`config.mk`:
```
export PLATFORM = sky130hd
export DESIGN_NAME = uart_rx
export DESIGN_NICKNAME = d
export VERILOG_FILES = /design/src/rtl/uart_rx.sv
export SDC_FILE = /design/constraint.sdc
export NUM_CORES = 1
export LEC_CHECK = 0
export CORE_ASPECT_RATIO = 0.75
export CORE_MARGIN = 4
export CORE_UTILIZATION = 40
export CTS_CLUSTER_DIAMETER = 200
export CTS_CLUSTER_SIZE = 8
export DETAILED_ROUTE_END_ITERATION = 8
export DONT_BUFFER_PORTS = 1
export REMOVE_ABC_BUFFERS = 1
export SLEW_MARGIN = 20
export SYNTH_ARGS = -nofsm -noshare
export SYNTH_HDL_FRONTEND = slang
export SYNTH_SLANG_ARGS = --single-unit
export TNS_END_PERCENT = 20
```
`constraint.sdc`:
```
create_clock -name clk -period 3.2 [get_ports clk]
set_input_delay 0.64 -clock clk [delete_from_list [all_inputs] [get_ports clk]]
set_output_delay 0.64 -clock clk [all_outputs]
set_load 0.02 [all_outputs]
```
`src/rtl/uart_rx.sv`:
```
// 8N1 UART receiver: mid-bit sampling behind a 2-flop synchronizer; valid rises 2 + CLKS/2 + 9*CLKS cycles after the start edge.
// One-entry holding register with valid/ready; a good byte arriving while it is full and not being drained is dropped (overrun pulse).
`timescale 1ns/1ps
module uart_rx #(
    parameter int unsigned CLK_RATE  = 50_000_000,
    parameter int unsigned BAUD_RATE = 115200
) (
    input  logic       clk,
    input  logic       reset,
    input  logic       rx,
    output logic [7:0] data,
    output logic       valid,
    input  logic       ready,
    output logic       frame_err,
    output logic       overrun
);

    localparam int unsigned CLKS_PER_BAUD = CLK_RATE / BAUD_RATE;
    localparam logic [31:0] FULL_LOAD     = 32'(CLKS_PER_BAUD - 1);
    localparam logic [31:0] HALF_LOAD     = 32'(CLKS_PER_BAUD / 2 - 1);

    generate
        if (CLKS_PER_BAUD < 4) begin : g_bad_rate
            $error("uart_rx: CLK_RATE/BAUD_RATE must be at least 4");
        end
    endgenerate

    typedef enum logic [2:0] {
        S_IDLE,
        S_START,
        S_DATA,
        S_STOP,
        S_BREAK
    } state_t;

    state_t      r_state;
    state_t      w_state_nxt;
    logic        r_sync1;
    logic        r_sync2;
    logic        w_rx_s;
    logic [31:0] r_clk_cnt;
    logic [31:0] w_clk_cnt_nxt;
    logic [3:0]  r_bit_cnt;
    logic [3:0]  w_bit_cnt_nxt;
    logic [7:0]  r_shift;
    logic [7:0]  w_shift_nxt;
    logic        w_cnt_zero;
    logic        w_deliver;
    logic        w_ferr;
    logic [7:0]  r_data;
    logic        r_valid;
    logic        r_frame_err;
    logic        r_overrun;

    assign w_rx_s     = r_sync2;
    assign w_cnt_zero = (r_clk_cnt == 32'd0);

    always_comb begin
        w_state_nxt   = r_state;
        w_clk_cnt_nxt = r_clk_cnt;
        w_bit_cnt_nxt = r_bit_cnt;
        w_shift_nxt   = r_shift;
        w_deliver     = 1'b0;
        w_ferr        = 1'b0;
        case (r_state)
            S_IDLE: begin
                if (!w_rx_s) begin
                    w_state_nxt   = S_START;
                    w_clk_cnt_nxt = HALF_LOAD;
                end
            end
            S_START: begin
                if (w_cnt_zero) begin
                    // Start bit must still be low at its centre, else it was a glitch.
                    if (!w_rx_s) begin
                        w_state_nxt   = S_DATA;
                        w_clk_cnt_nxt = FULL_LOAD;
                        w_bit_cnt_nxt = 4'd0;
                    end else begin
                        w_state_nxt   = S_IDLE;
                    end
                end else begin
                    w_clk_cnt_nxt = r_clk_cnt - 32'd1;
                end
            end
            S_DATA: begin
                if (w_cnt_zero) begin
                    w_shift_nxt   = {w_rx_s, r_shift[7:1]};
                    w_bit_cnt_nxt = r_bit_cnt + 4'd1;
                    w_clk_cnt_nxt = FULL_LOAD;
                    if (w_bit_cnt_nxt == 4'd8) begin
                        w_state_nxt = S_STOP;
                    end
                end else begin
                    w_clk_cnt_nxt = r_clk_cnt - 32'd1;
                end
            end
            S_STOP: begin
                if (w_cnt_zero) begin
                    if (w_rx_s) begin
                        w_deliver   = 1'b1;
                        w_state_nxt = S_IDLE;
                    end else begin
                        w_ferr      = 1'b1;
                        w_state_nxt = S_BREAK;
                    end
                end else begin
                    w_clk_cnt_nxt = r_clk_cnt - 32'd1;
                end
            end
            S_BREAK: begin
                if (w_rx_s) begin
                    w_state_nxt = S_IDLE;
                end
            end
            default: begin
                w_state_nxt = S_IDLE;
            end
        endcase
    end

    always_ff @(posedge clk) begin
        if (reset) begin
            r_state     <= S_IDLE;
            r_sync1     <= 1'b1;
            r_sync2     <= 1'b1;
            r_clk_cnt   <= 32'd0;
            r_bit_cnt   <= 4'd0;
            r_shift     <= 8'd0;
            r_data      <= 8'd0;
            r_valid     <= 1'b0;
            r_frame_err <= 1'b0;
            r_overrun   <= 1'b0;
        end else begin
            r_sync1     <= rx;
            r_sync2     <= r_sync1;
            r_state     <= w_state_nxt;
            r_clk_cnt   <= w_clk_cnt_nxt;
            r_bit_cnt   <= w_bit_cnt_nxt;
            r_shift     <= w_shift_nxt;
            r_frame_err <= w_ferr;
            r_overrun   <= w_deliver && r_valid && !ready;
            // A same-cycle drain frees the slot, so the new byte replaces the old one.
            if (w_deliver && (!r_valid || ready)) begin
                r_data  <= r_shift;
                r_valid <= 1'b1;
            end else if (r_valid && ready) begin
                r_valid <= 1'b0;
            end
        end
    end

    assign data      = r_data;
    assign valid     = r_valid;
    assign frame_err = r_frame_err;
    assign overrun   = r_overrun;

endmodule

```
==> results <==
- The run finished with clean final reports.
- The analysis attributes to net switching a power of 568 uW.
- Counting both buffers and inverters, the worst setup path holds a total of 0.
- The number of gates resized after CTS was 0.
- The nature of the critical path startpoint is a flop.
- Each instance of the synthesized netlist takes up on average 8.16 um2.
- The reg-to-reg setup timing slack is 120 ps.
- The synthesized design contains 0 enable-type register cells.
- Counting I/O delays and the setup requirement, the final critical path takes 3080 ps.
- Among all stages on the critical path, the largest delay is contributed by sky130_fd_sc_hd__or4_4.
- The number of sinks on the clock net is 60.
- Synthesis inferred 60 register bits.
- The CTS tree is yes.
- The number of hold violations in the final report came to 0.
- The clock share of power is 35.9%.
- The count of nets after finishing is 371.
- The average wire per standard cell is 14.9 um.
- The number of instances in the synthesized netlist is 358.
- The detail route stage leaves a number of antenna-violating nets equal to 0.
- The count of vias placed by the detailed router is 2,595.
- The number of cells on the worst reg-to-reg path is 6.
- The clock passes through at most 2 buffers.
- The share of post-route cells with drive strength above 1 is 11.1%.
- The core region area is 6960 um2.
- The distinct cell type count of the synthesized netlist is 47.
- Sequential cells burn 42.8% of the power.
- The synthesized netlist devotes 18.7% of its cell area to compound gates.
- The post-synthesis simple-gate area fraction is 26.8%.
- The row count is 26.
- The proportion of synthesized area in mux cells is 6.85%.
- The number of antenna diodes is 0.
- The number of top-level pins is 15.
- The most used cell along the critical path is sky130_fd_sc_hd__or4_4.
- Data arrives at the worst endpoint at 3360 ps.
- The number of endpoints failing setup at the final stage is 0.
- The first-pass GRT wire length is 11,900 um.
- The root buffer cell chosen for the clock tree is sky130_fd_sc_hd__clkbuf_8.
- The relative contribution of combinational cells to total power is 21.3%.
- The final-report max-slew violation count is 0.
- After routing, the total negative slack on setup checks comes to 0 ps.
- Of the available clock period, the critical path in the final layout requires 96.2%.
- The floorplan step defined a die boundary enclosing 8750 um2.
- Along the worst hold path, the cell count comes to 1.
- STA classifies the critical path endpoint as a flop.
- The depth of the CTS H-tree is 3.
- The final layout contains routed wiring with a total length of 6970 um.
- The reg-to-reg critical path endpoint is r_bit_cnt[3].
- The clock-pin transition on the worst setup and hold timing paths is 70 ps.
- Across the run, the number of max-cap violations was 0.
- Buffers inserted during clock tree synthesis total 9.
- Detailed placement finished with a half-perimeter wire length of 4860 um.
- The type of the worst min-delay path is primary input to flop.
- The global route total overflow is 0.
- Summing the sequential cell areas from Yosys gives 41.1% of the chip area.
- The synthesized-area fraction occupied by xor and xnor cells is 1.20%.
- The highest clock rate is 325 MHz.
- The worst pin sits at a relative slew slack of 50.4%.
- The area growth from synthesis to layout is 11.1%.
- The startpoint-to-endpoint class of the critical path is flop to flop.
- For the pin with the worst max-slew slack, the measured transition is 740 ps.
- The number of global-route vias before repair is 2,349.
- In the synthesized netlist the async set-or-reset flop fraction comes to 0%.
- Final hold analysis gives a worst-case slack of 360 ps.
- The detailed router's first-iteration violation count is 181.
- Data on the critical path is required at its endpoint by 3480 ps.
- The worst flop-to-flop path startpoint is r_clk_cnt[13].
- Between clock sinks in the finished design, the worst skew comes to 8.64 ps.
- The end point of the most critical hold path is data[2].
- The later pin in the worst-skew pair is clocked with a latency of 340 ps.
- The number of buffers inserted by hold repair at cts is 0.
- The largest net degree at the start of global routing is 61.
- Measured along the y axis, the die boundary spans 82.0 um.
- Traced cell by cell, the critical path runs through or4_4 -> or4_4 -> or4_4 -> or3_4 -> or4_1 -> a21oi_1.
- The maximum ir drop on the vdd rail is 243 uV.
- The Yosys step of the flow raised 0 warnings.
- Summing the areas of all fa, ha and maj instances in the mapped netlist gives 1.28% of the synthesized area.
- The remaining design rule violation count is 0.
- Setup repair after global routing left no endpoint under its margin.
- The congestion estimate from routability-driven global placement came to 0.858.
- For this design the static power due to leakage is 1.20 nW.
- The detailed-router iteration count before antenna repair is 5.
- After synthesis the cells add up to 2920 um2.
- After detailed routing, the number of vias per cell comes to 5.56.
- The cell internal power dissipation is 1.27 mW.
- The largest fanout on the critical path is 7.
- The buffer count from post-CTS setup fixing is 0.
- Power spread over the standard cell area amounts to 568 nW/um2.
- The prevailing post-synth register cell is sky130_fd_sc_hd__dfxtp_1.
- Across every metal layer, demand over resource in global routing totals 17.3%.
- The initial utilization of the core area, before any placement, comes to 42.0%.
- The initial antenna violation count came to 0.
- In this run switching power makes up 30.8% of total power.
- The chip width is 107 um.
- The largest single stage delay on the critical path is 590 ps.
- After synthesis, the largest family of logic cells by area is simple AND/OR/NAND/NOR gates.
- In this run the most critical hold path is launched from reset.
- During placement, the flow inserted port buffers numbering 0.
- The cell family contributing the most delay on the critical path is simple AND/OR/NAND/NOR gates.
kinds of logic (layout without fill, tap and decap cells):
group,count (synthesis),after routing
buffers and inverters,26,37
multiplexers,20,20
AND/OR/NAND/NOR,153,153
adder cells (fa/ha/maj),3,3
flip-flops,60,60
XOR/XNOR,4,4
AO/OA/AOI/OAI,92,92
routing by layer:
metal	up-vias	wire length [um]	GRT usage, %
met5	-	0	0
met4	0	95	6.51
met3	10	395	5.03
met2	46	2700	23.2
met1	1207	3770	25.7
li1	1332	-	-
cell usage in the layout, fill, tap and decap left out, types with 5 or more instances in the layout:
| cell type | count |
|---|---|
| sky130_fd_sc_hd__mux2i_1 | 20 |
| sky130_fd_sc_hd__a21oi_1 | 43 |
| sky130_fd_sc_hd__or3_1 | 5 |
| sky130_fd_sc_hd__clkbuf_8 | 9 |
| sky130_fd_sc_hd__nor2_1 | 46 |
| sky130_fd_sc_hd__nor4_1 | 12 |
| sky130_fd_sc_hd__or2_2 | 6 |
| sky130_fd_sc_hd__nand2_1 | 23 |
| sky130_fd_sc_hd__nand3_1 | 11 |
| sky130_fd_sc_hd__or4_1 | 5 |
| sky130_fd_sc_hd__dfxtp_1 | 60 |
| sky130_fd_sc_hd__inv_1 | 7 |
| sky130_fd_sc_hd__buf_4 | 14 |
| sky130_fd_sc_hd__o21ai_0 | 20 |
| sky130_fd_sc_hd__nor3_1 | 25 |
worst register-to-register path, delay by kind of cell (launching register included):
family             cells  cell delay [ps]
AOI/OAI and AO/OA      1              140
and+or+nand+nor        5             2520
DFF                    1              360
area by class of cell:
| type | count | area (um2) |
|---|---|---|
| tap | 98 | 123 |
| timing repair buffer | 14 | 105 |
| multi-input combinational | 272 | 1600 |
| clock inverter | 6 | 63.8 |
| clock buffer | 10 | 128 |
| inverter | 7 | 26.3 |
| sequential | 60 | 1200 |
| fill | 729 | 3710 |
how the worst max path moves through the flow:
stage / start / to / slack (ps) / cells past startpoint
6_report: r_clk_cnt[13] / r_bit_cnt[3] / 120 / 6
5_1_grt: r_clk_cnt[13] / r_bit_cnt[3] / 70 / 6
4_1_cts: r_clk_cnt[13] / r_bit_cnt[3] / 130 / 6
3_5_place_dp: r_clk_cnt[13] / r_bit_cnt[3] / 130 / 6
3_3_place_gp: r_clk_cnt[13] / r_bit_cnt[3] / 150 / 6
2_1_floorplan: r_clk_cnt[13] / r_bit_cnt[3] / 210 / 6
metrics by stage:
stage | util (%) | std cells | instance area, um2 | worst slack [ps] | total power [mW]
final | 46.6 | 467 | 3250 | 121 | 1.84
after CTS | 46.6 | 467 | 3250 | 125 | 1.86
after global placement | 43.9 | 451 | 3060 | 154 | 1.19
after detailed placement | 43.9 | 451 | 3060 | 134 | 1.19
after floorplan | - | 339 | 2830 | 210 | 1.06
after global routing | 46.6 | 467 | 3250 | 74.4 | 1.95
cells in the mapped netlist, drive strengths merged, types with 3 or more instances:
| cell type | number | area share [%] |
|---|---|---|
| dfxtp | 60 | 41 |
| nor2 | 47 | 6.1 |
| a21oi | 43 | 7.4 |
| nor3 | 25 | 4.3 |
| nand2 | 23 | 3.0 |
| mux2i | 20 | 6.8 |
| o21ai | 20 | 3.4 |
| clkbuf | 13 | 1.7 |
| nor4 | 12 | 2.6 |
| nand3 | 11 | 1.9 |
| or4 | 8 | 2.4 |
| inv | 7 | 0.90 |
| or2 | 6 | 1.3 |
| or3 | 6 | 1.5 |
| buf | 5 | 1.3 |
| a211oi | 4 | 1.0 |
| a221oi | 4 | 1.2 |
| a31oi | 4 | 0.86 |
| ha | 3 | 1.3 |
| nand4b | 3 | 0.90 |
| o211ai | 3 | 0.77 |
| o41ai | 3 | 0.90 |
flip-flops by register name, summed over array words and instances, names as in the netlist, 3 cells and up:
register,cells
r_state,3
r_bit_cnt,4
r_shift,8
data,8
r_clk_cnt,32
power groups by stage:
stage          Sequential (mW)  Combinational (mW)  Clock, mW
2_1_floorplan            0.800               0.256          0
3_3_place_gp             0.805               0.382          0
3_5_place_dp             0.805               0.386          0
4_1_cts                  0.788               0.388      0.688
5_1_grt                  0.792               0.434      0.727
6_report                 0.789               0.392      0.661
Power figures use the tool's default switching activity.
